===== src/rtl/memory_key_ctrl.sv =====
`default_nettype none
// ============================================================================
//  Module      : memory_key_ctrl
//  Description : Front-panel input stage for the array memory. Synchronises
//                and debounces three push-buttons and turns them into
//                data/address/rw commands with a one-cycle ensure strobe.
//  Revision    : 1.0 - initial release
// ============================================================================
module memory_key_ctrl #(
   parameter int WIDTH           = 4,
   parameter int ADDR_BITS       = 3,
   parameter int DEBOUNCE_CYCLES = 4,
   parameter int AUTO_INC        = 1
) (
   input  logic                 clock,
   input  logic                 reset,
   input  logic [WIDTH-1:0]     sw_data,
   input  logic                 key_ok,
   input  logic                 key_next,
   input  logic                 key_mode,
   output logic [WIDTH-1:0]     data_in,
   output logic [ADDR_BITS-1:0] address,
   output logic                 rw,
   output logic                 ensure
);

   localparam int CNT_W = $clog2(DEBOUNCE_CYCLES) + 1;
   localparam int NKEYS = 3;

   typedef enum logic [1:0] {
      IDLE     = 2'd0,
      LATCH    = 2'd1,
      STROBE   = 2'd2,
      WAIT_REL = 2'd3
   } state_t;

   // Key index 0 = ok, 1 = next, 2 = mode
   logic [NKEYS-1:0] raw_keys;
   logic [NKEYS-1:0] key_level;
   logic [NKEYS-1:0] press;

   assign raw_keys = {key_mode, key_next, key_ok};

   genvar k;
   generate
      for (k = 0; k < NKEYS; k++) begin : g_key
         logic             s1;
         logic             s2;
         logic             stable;
         logic             stable_q;
         logic [CNT_W-1:0] cnt;

         // Synchronise the raw key, then accept a new level only after it has
         // been seen unchanged for DEBOUNCE_CYCLES consecutive samples.
         always_ff @(posedge clock) begin
            if (reset) begin
               s1       <= 1'b0;
               s2       <= 1'b0;
               stable   <= 1'b0;
               stable_q <= 1'b0;
               cnt      <= '0;
            end else begin
               s1       <= raw_keys[k];
               s2       <= s1;
               stable_q <= stable;
               if (s2 == stable) begin
                  cnt <= '0;
               end else if (cnt == CNT_W'(DEBOUNCE_CYCLES - 1)) begin
                  stable <= s2;
                  cnt    <= '0;
               end else begin
                  cnt <= cnt + CNT_W'(1);
               end
            end
         end

         assign key_level[k] = stable;
         assign press[k]     = stable & ~stable_q;
      end
   endgenerate

   state_t               state, state_nxt;
   logic [WIDTH-1:0]     data_nxt;
   logic [ADDR_BITS-1:0] address_nxt;
   logic                 rw_nxt;

   // Command state register and output registers
   always_ff @(posedge clock) begin
      if (reset) begin
         state   <= IDLE;
         data_in <= '0;
         address <= '0;
         rw      <= 1'b1;
      end else begin
         state   <= state_nxt;
         data_in <= data_nxt;
         address <= address_nxt;
         rw      <= rw_nxt;
      end
   end

   // Next-state and next-output decode; ok outranks next, next outranks mode
   always_comb begin
      state_nxt   = state;
      data_nxt    = data_in;
      address_nxt = address;
      rw_nxt      = rw;
      case (state)
         IDLE: begin
            if (press[0]) begin
               state_nxt = LATCH;
            end else if (press[1]) begin
               address_nxt = address + ADDR_BITS'(1);
            end else if (press[2]) begin
               rw_nxt = ~rw;
            end
         end
         LATCH: begin
            data_nxt  = sw_data;
            state_nxt = STROBE;
         end
         STROBE: begin
            if (!rw && (AUTO_INC != 0)) begin
               address_nxt = address + ADDR_BITS'(1);
            end
            state_nxt = WAIT_REL;
         end
         WAIT_REL: begin
            if (!key_level[0]) begin
               state_nxt = IDLE;
            end
         end
         default: state_nxt = IDLE;
      endcase
   end

   // Strobe comes straight from the state register, one cycle per command
   assign ensure = (state == STROBE);

endmodule
`default_nettype wire


===== config.mk =====
export PLATFORM = sky130hd
export DESIGN_NAME = memory_key_ctrl
export DESIGN_NICKNAME = d
export VERILOG_FILES = /design/src/rtl/memory_key_ctrl.sv
export SDC_FILE = /design/constraint.sdc
export NUM_CORES = 1
export LEC_CHECK = 0
export CAP_MARGIN = 5
export CORE_UTILIZATION = 54
export CTS_CLUSTER_DIAMETER = 60
export CTS_CLUSTER_SIZE = 10
export DETAILED_ROUTE_END_ITERATION = 7
export DONT_BUFFER_PORTS = 1
export HOLD_SLACK_MARGIN = 0.06
export PLACE_DENSITY = 0.72
export SYNTH_ARGS = -nofsm -noshare
export SYNTH_HDL_FRONTEND = slang
export SYNTH_SLANG_ARGS = --single-unit

===== constraint.sdc =====
create_clock -name clock -period 1.7 [get_ports clock]
set_clock_uncertainty 0.2 [all_clocks]
set_input_delay 0.34 -clock clock [delete_from_list [all_inputs] [get_ports clock]]
set_output_delay 0.34 -clock clock [all_outputs]
set_load 0.02 [all_outputs]

==> Flow_metrics.wiki, run 1 <==
{| class="wikitable"
! Metric !! Value
|-
| DP Area || between 1000 and 1500 um^2
|-
| Worst r2r path cells || 7
|-
| Number of vias per cell after detailed routing || 4.808
|-
| Buffer depth of the longest clock path || 2
|-
| Worst Max-Slew Pin Slew || between 0.3 and 0.4 ns
|-
| Worst setup path startpoint || state[1]
|-
| Gpl congestion || ~0.72
|-
| Netlist cell types || 21
|-
| Via Count || ~800
|-
| Via count of the first global-routing pass || 788
|-
| Leakage power of the design || about 0.63 nW
|-
| GR Util met2 || around 30%
|-
| Commonest register cell after synthesis || sky130_fd_sc_hd__dfxtp_1
|-
| Capturing element type of the critical path || register
|-
| Total of buffers placed on input and output ports || 0
|-
| Minimum clock period || between 1.5 and 2 ns
|-
| Overall Global Routing Usage || about a fifth
|-
| Clock-pin slew on the worst setup and hold paths || approximately 0.090 ns
|-
| Final WL || slightly above 2000 um
|-
| Count of flip-flops with a built-in enable after synthesis || 0
|-
| Post-synthesis to final-layout area growth || 25.94%
|-
| Final total negative setup slack || -0.2926 ns
|-
| Sink of the worst hold path || state[1]
|-
| Max-cap check violation count || 0
|-
| Most Crowded Layer GR || met2
|-
| Max_slew headroom || between 70% and 80%
|-
| Worst Path Arrival || between 1.5 and 2 ns
|-
| Share of the clock period used by the worst path after layout || 108.0%
|-
| Horizontal extent of the die || about 50 um
|-
| Worst-path maximum fanout || 3
|-
| DR DRC count || 0
|-
| Cell depth of the worst hold path || 1
|-
| Buffer type at the clock tree root || sky130_fd_sc_hd__clkbuf_4
|-
| Synthesized area per cell || roughly 11 um^2
|-
| Overall die height || 49.63 um
|-
| TritonCTS clock tree || yes
|-
| Fraction of layout cells with a size suffix above 1 || between 20 and 25%
|-
| Hold Worst Slack || -0.1252 ns
|-
| Detailed router's first-iteration violation count || 6
|-
| Class of the most critical hold timing path || in2reg
|-
| Startpoint of the worst hold path || reset
|-
| Post-place setup slack || -0.1446 ns
|-
| Half-perimeter wire length after detailed placement || 1275 um
|-
| CP required || around 1.7 ns
|-
| CTS buffer count || 5
|-
| Non-filler instance count after layout || around 170
|-
| Register bit count reported by yosys || 31
|-
| Largest cells by area after synthesis || sky130_fd_sc_hd__dfxtp_1 51%, sky130_fd_sc_hd__ha_1 12%, sky130_fd_sc_hd__mux2i_1 7.4%, sky130_fd_sc_hd__nor2_1 6.7%, sky130_fd_sc_hd__nor2b_1 4.6%
|-
| Source-to-sink clock delay at the later pin of the worst-skew pair || ~0.32 ns
|-
| Initial Utilization || 59.99%
|-
| First-pass GRT wire length || around 3200 um
|-
| Maximum number of pins on one net before global-route repair || 27
|-
| Final setup violating endpoints || 3
|-
| Non-Filler Cell Area, Final || approximately 1500 um^2
|-
| Synthesized cell area || between 1000 and 1500 um^2
|-
| Setup repair after global routing missed its margin || yes
|-
| Iteration count of the initial detailed-routing pass || 4
|-
| Total power of the final layout || approximately 1.7 mW
|-
| H-tree level count || 2
|-
| Finished Core Util || about three quarters
|-
| Register area share after synthesis || about 51%
|-
| I/O pin count || 18
|-
| Final worst-path setup slack || -0.1357 ns
|-
| Gr ovfl total || 0
|-
| Number of antenna violations at the first check in global routing || 0
|-
| Hold buffers post-CTS || 9
|-
| Worst vdd ir || between 1 and 1.5 mV
|-
| Most common cell in the synthesized netlist || sky130_fd_sc_hd__dfxtp_1
|-
| Category of the most critical setup path || reg2reg
|-
| # clock sinks || 31
|-
| Post-detailed-route wirelength per cell || between 10 and 15 um
|-
| Number of warnings reported in the yosys synthesis log || 0
|-
| Die Footprint || approximately 2500 um^2
|-
| Placeable core area || roughly 2000 um^2
|-
| Post-synth net total || about 140
|-
| Beginning of the worst register-to-register path || state[1]
|-
| Global routing usage on met3 || under 10%
|-
| Async set-or-reset flop fraction in the synthesized netlist || 0%
|-
| Final hold vios || 12
|-
| Max Clock Freq || between 500 and 600 MHz
|-
| Total count of max-transition violations in the final report || 0
|-
| Biggest area consumer among synthesized cells || sky130_fd_sc_hd__dfxtp_1
|-
| Met1 layer usage reported by global route || 20.19%
|-
| Area share of the largest cell type after synthesis || about half
|-
| Type of origin of the critical path || register
|-
| Power density over the cells || 1104 nW/um^2
|-
| Antenna viol nets, final || 0
|-
| Total inserted antenna cells || 0
|-
| Cells after synthesis || roughly 120
|-
| Cell total after placement || ~150
|-
| Failing checks || hold timing, setup timing
|-
| Number of rows created at floorplan || 16
|-
| Most frequent cells after synthesis || 31 x sky130_fd_sc_hd__dfxtp_1, 22 x sky130_fd_sc_hd__nor2_1, 12 x sky130_fd_sc_hd__ha_1
|-
| Final nets || approximately 160
|-
| Count of filler cells inserted in the layout || 149
|-
| Worst flop-to-flop path endpoint || address[1]
|-
| Outcome || finished with violations
|-
| Setup slack on the worst flop-to-flop path || -0.14 ns
|}
==> worst max-delay path by stage <==
stage,to,cells after the start
after floorplan,address[2],6
after detailed placement,address[2],6
after global routing,address[1],7
after global placement,address[0],7
after CTS,address[2],6
final,address[1],7
==> repair_timing <==
action                                  CTS  global route
endpoints found under the hold margin    30            21
gates resized for setup                   8             4
buffers inserted                          2             2
endpoints found under the setup margin    3             5
pin swaps                                 4             3
==> area by class of cell <==
type	instances	area [um^2]	share of cell area [%]
clock buffers	6	41.29	2.676
inverters	8	35.03	2.271
multi-input cells	74	615.6	39.90
flip-flops and latches	31	625.6	40.55
well taps	27	33.78	2.190
repair buffers	21	191.4	12.41
==> state kept, by name (all words and copies together) (netlist names) <==
name	flops
g_key.stable	3
g_key.cnt	9
data_in	4
address	3
rw	1
g_key.stable_q	3
g_key.s1	3
g_key.s2	3
state	2
==> worst max-delay path: stages, from the launching register on <==
cell	delay [ns]
sky130_fd_sc_hd__dfxtp_4	0.37
sky130_fd_sc_hd__buf_6	0.12
sky130_fd_sc_hd__ha_4	0.15
sky130_fd_sc_hd__and2_4	0.16
sky130_fd_sc_hd__a2111oi_4	0.33
sky130_fd_sc_hd__buf_4	0.18
sky130_fd_sc_hd__mux2i_1	0.17
sky130_fd_sc_hd__nor2_1	0.05
==> cell families (layout without fill, tap and decap cells) <==
family	count (synthesis)	after routing	share of synthesized area [%]
mux	9	9	7.355
compound gates	5	5	4.597
simple gates	43	43	18.18
buf+inv	11	35	3.371
fa+ha+maj	12	12	12.26
flops	31	31	50.66
xor+xnor	5	5	3.575
==> layer usage <==
metal | wire length [um] | vias up
met1 | 873 | 359
met3 | 94 | 6
met2 | 1046 | 15
li1 | - | 423
met5 | 0 | -
met4 | 42 | 0
==> where the power goes <==
group          leakage [nW]  total [mW]  switching (mW)  internal, mW
clock network        0.0242       0.367           0.220         0.147
logic                 0.354       0.452           0.204         0.248
registers             0.253       0.884          0.0961         0.788
total                 0.631        1.70           0.520          1.18
==> layout by cell type, fill, tap and decap left out, drive strengths merged <==
master,Yosys,final
a2111oi,1,1
and2,1,1
and3b,2,2
or3,3,3
or2b,1,1
dlygate4sd3,0,9
dfxtp,31,31
clkbuf,3,6
nor3,1,1
nor2,22,22
ha,12,12
a31o,1,1
mux2i,9,9
a22oi,1,1
nor2b,9,9
and3,1,1
xnor2,5,5
buf,0,12
a211oi,1,1
nand2b,3,3
inv,8,8
a21oi,1,1
Power figures use the tool's default switching activity.
==> run 2, diff against run 1 <==
--- a/config.mk
+++ b/config.mk
@@ -5,7 +5,7 @@
 export SDC_FILE = /design/constraint.sdc
 export NUM_CORES = 1
 export LEC_CHECK = 0
-export CAP_MARGIN = 5
+export CAP_MARGIN = 20
 export CORE_UTILIZATION = 54
 export CTS_CLUSTER_DIAMETER = 60
 export CTS_CLUSTER_SIZE = 10
==> results of run 2 <==
No change in the layout: final DEF, timing and power equal those of run 1.
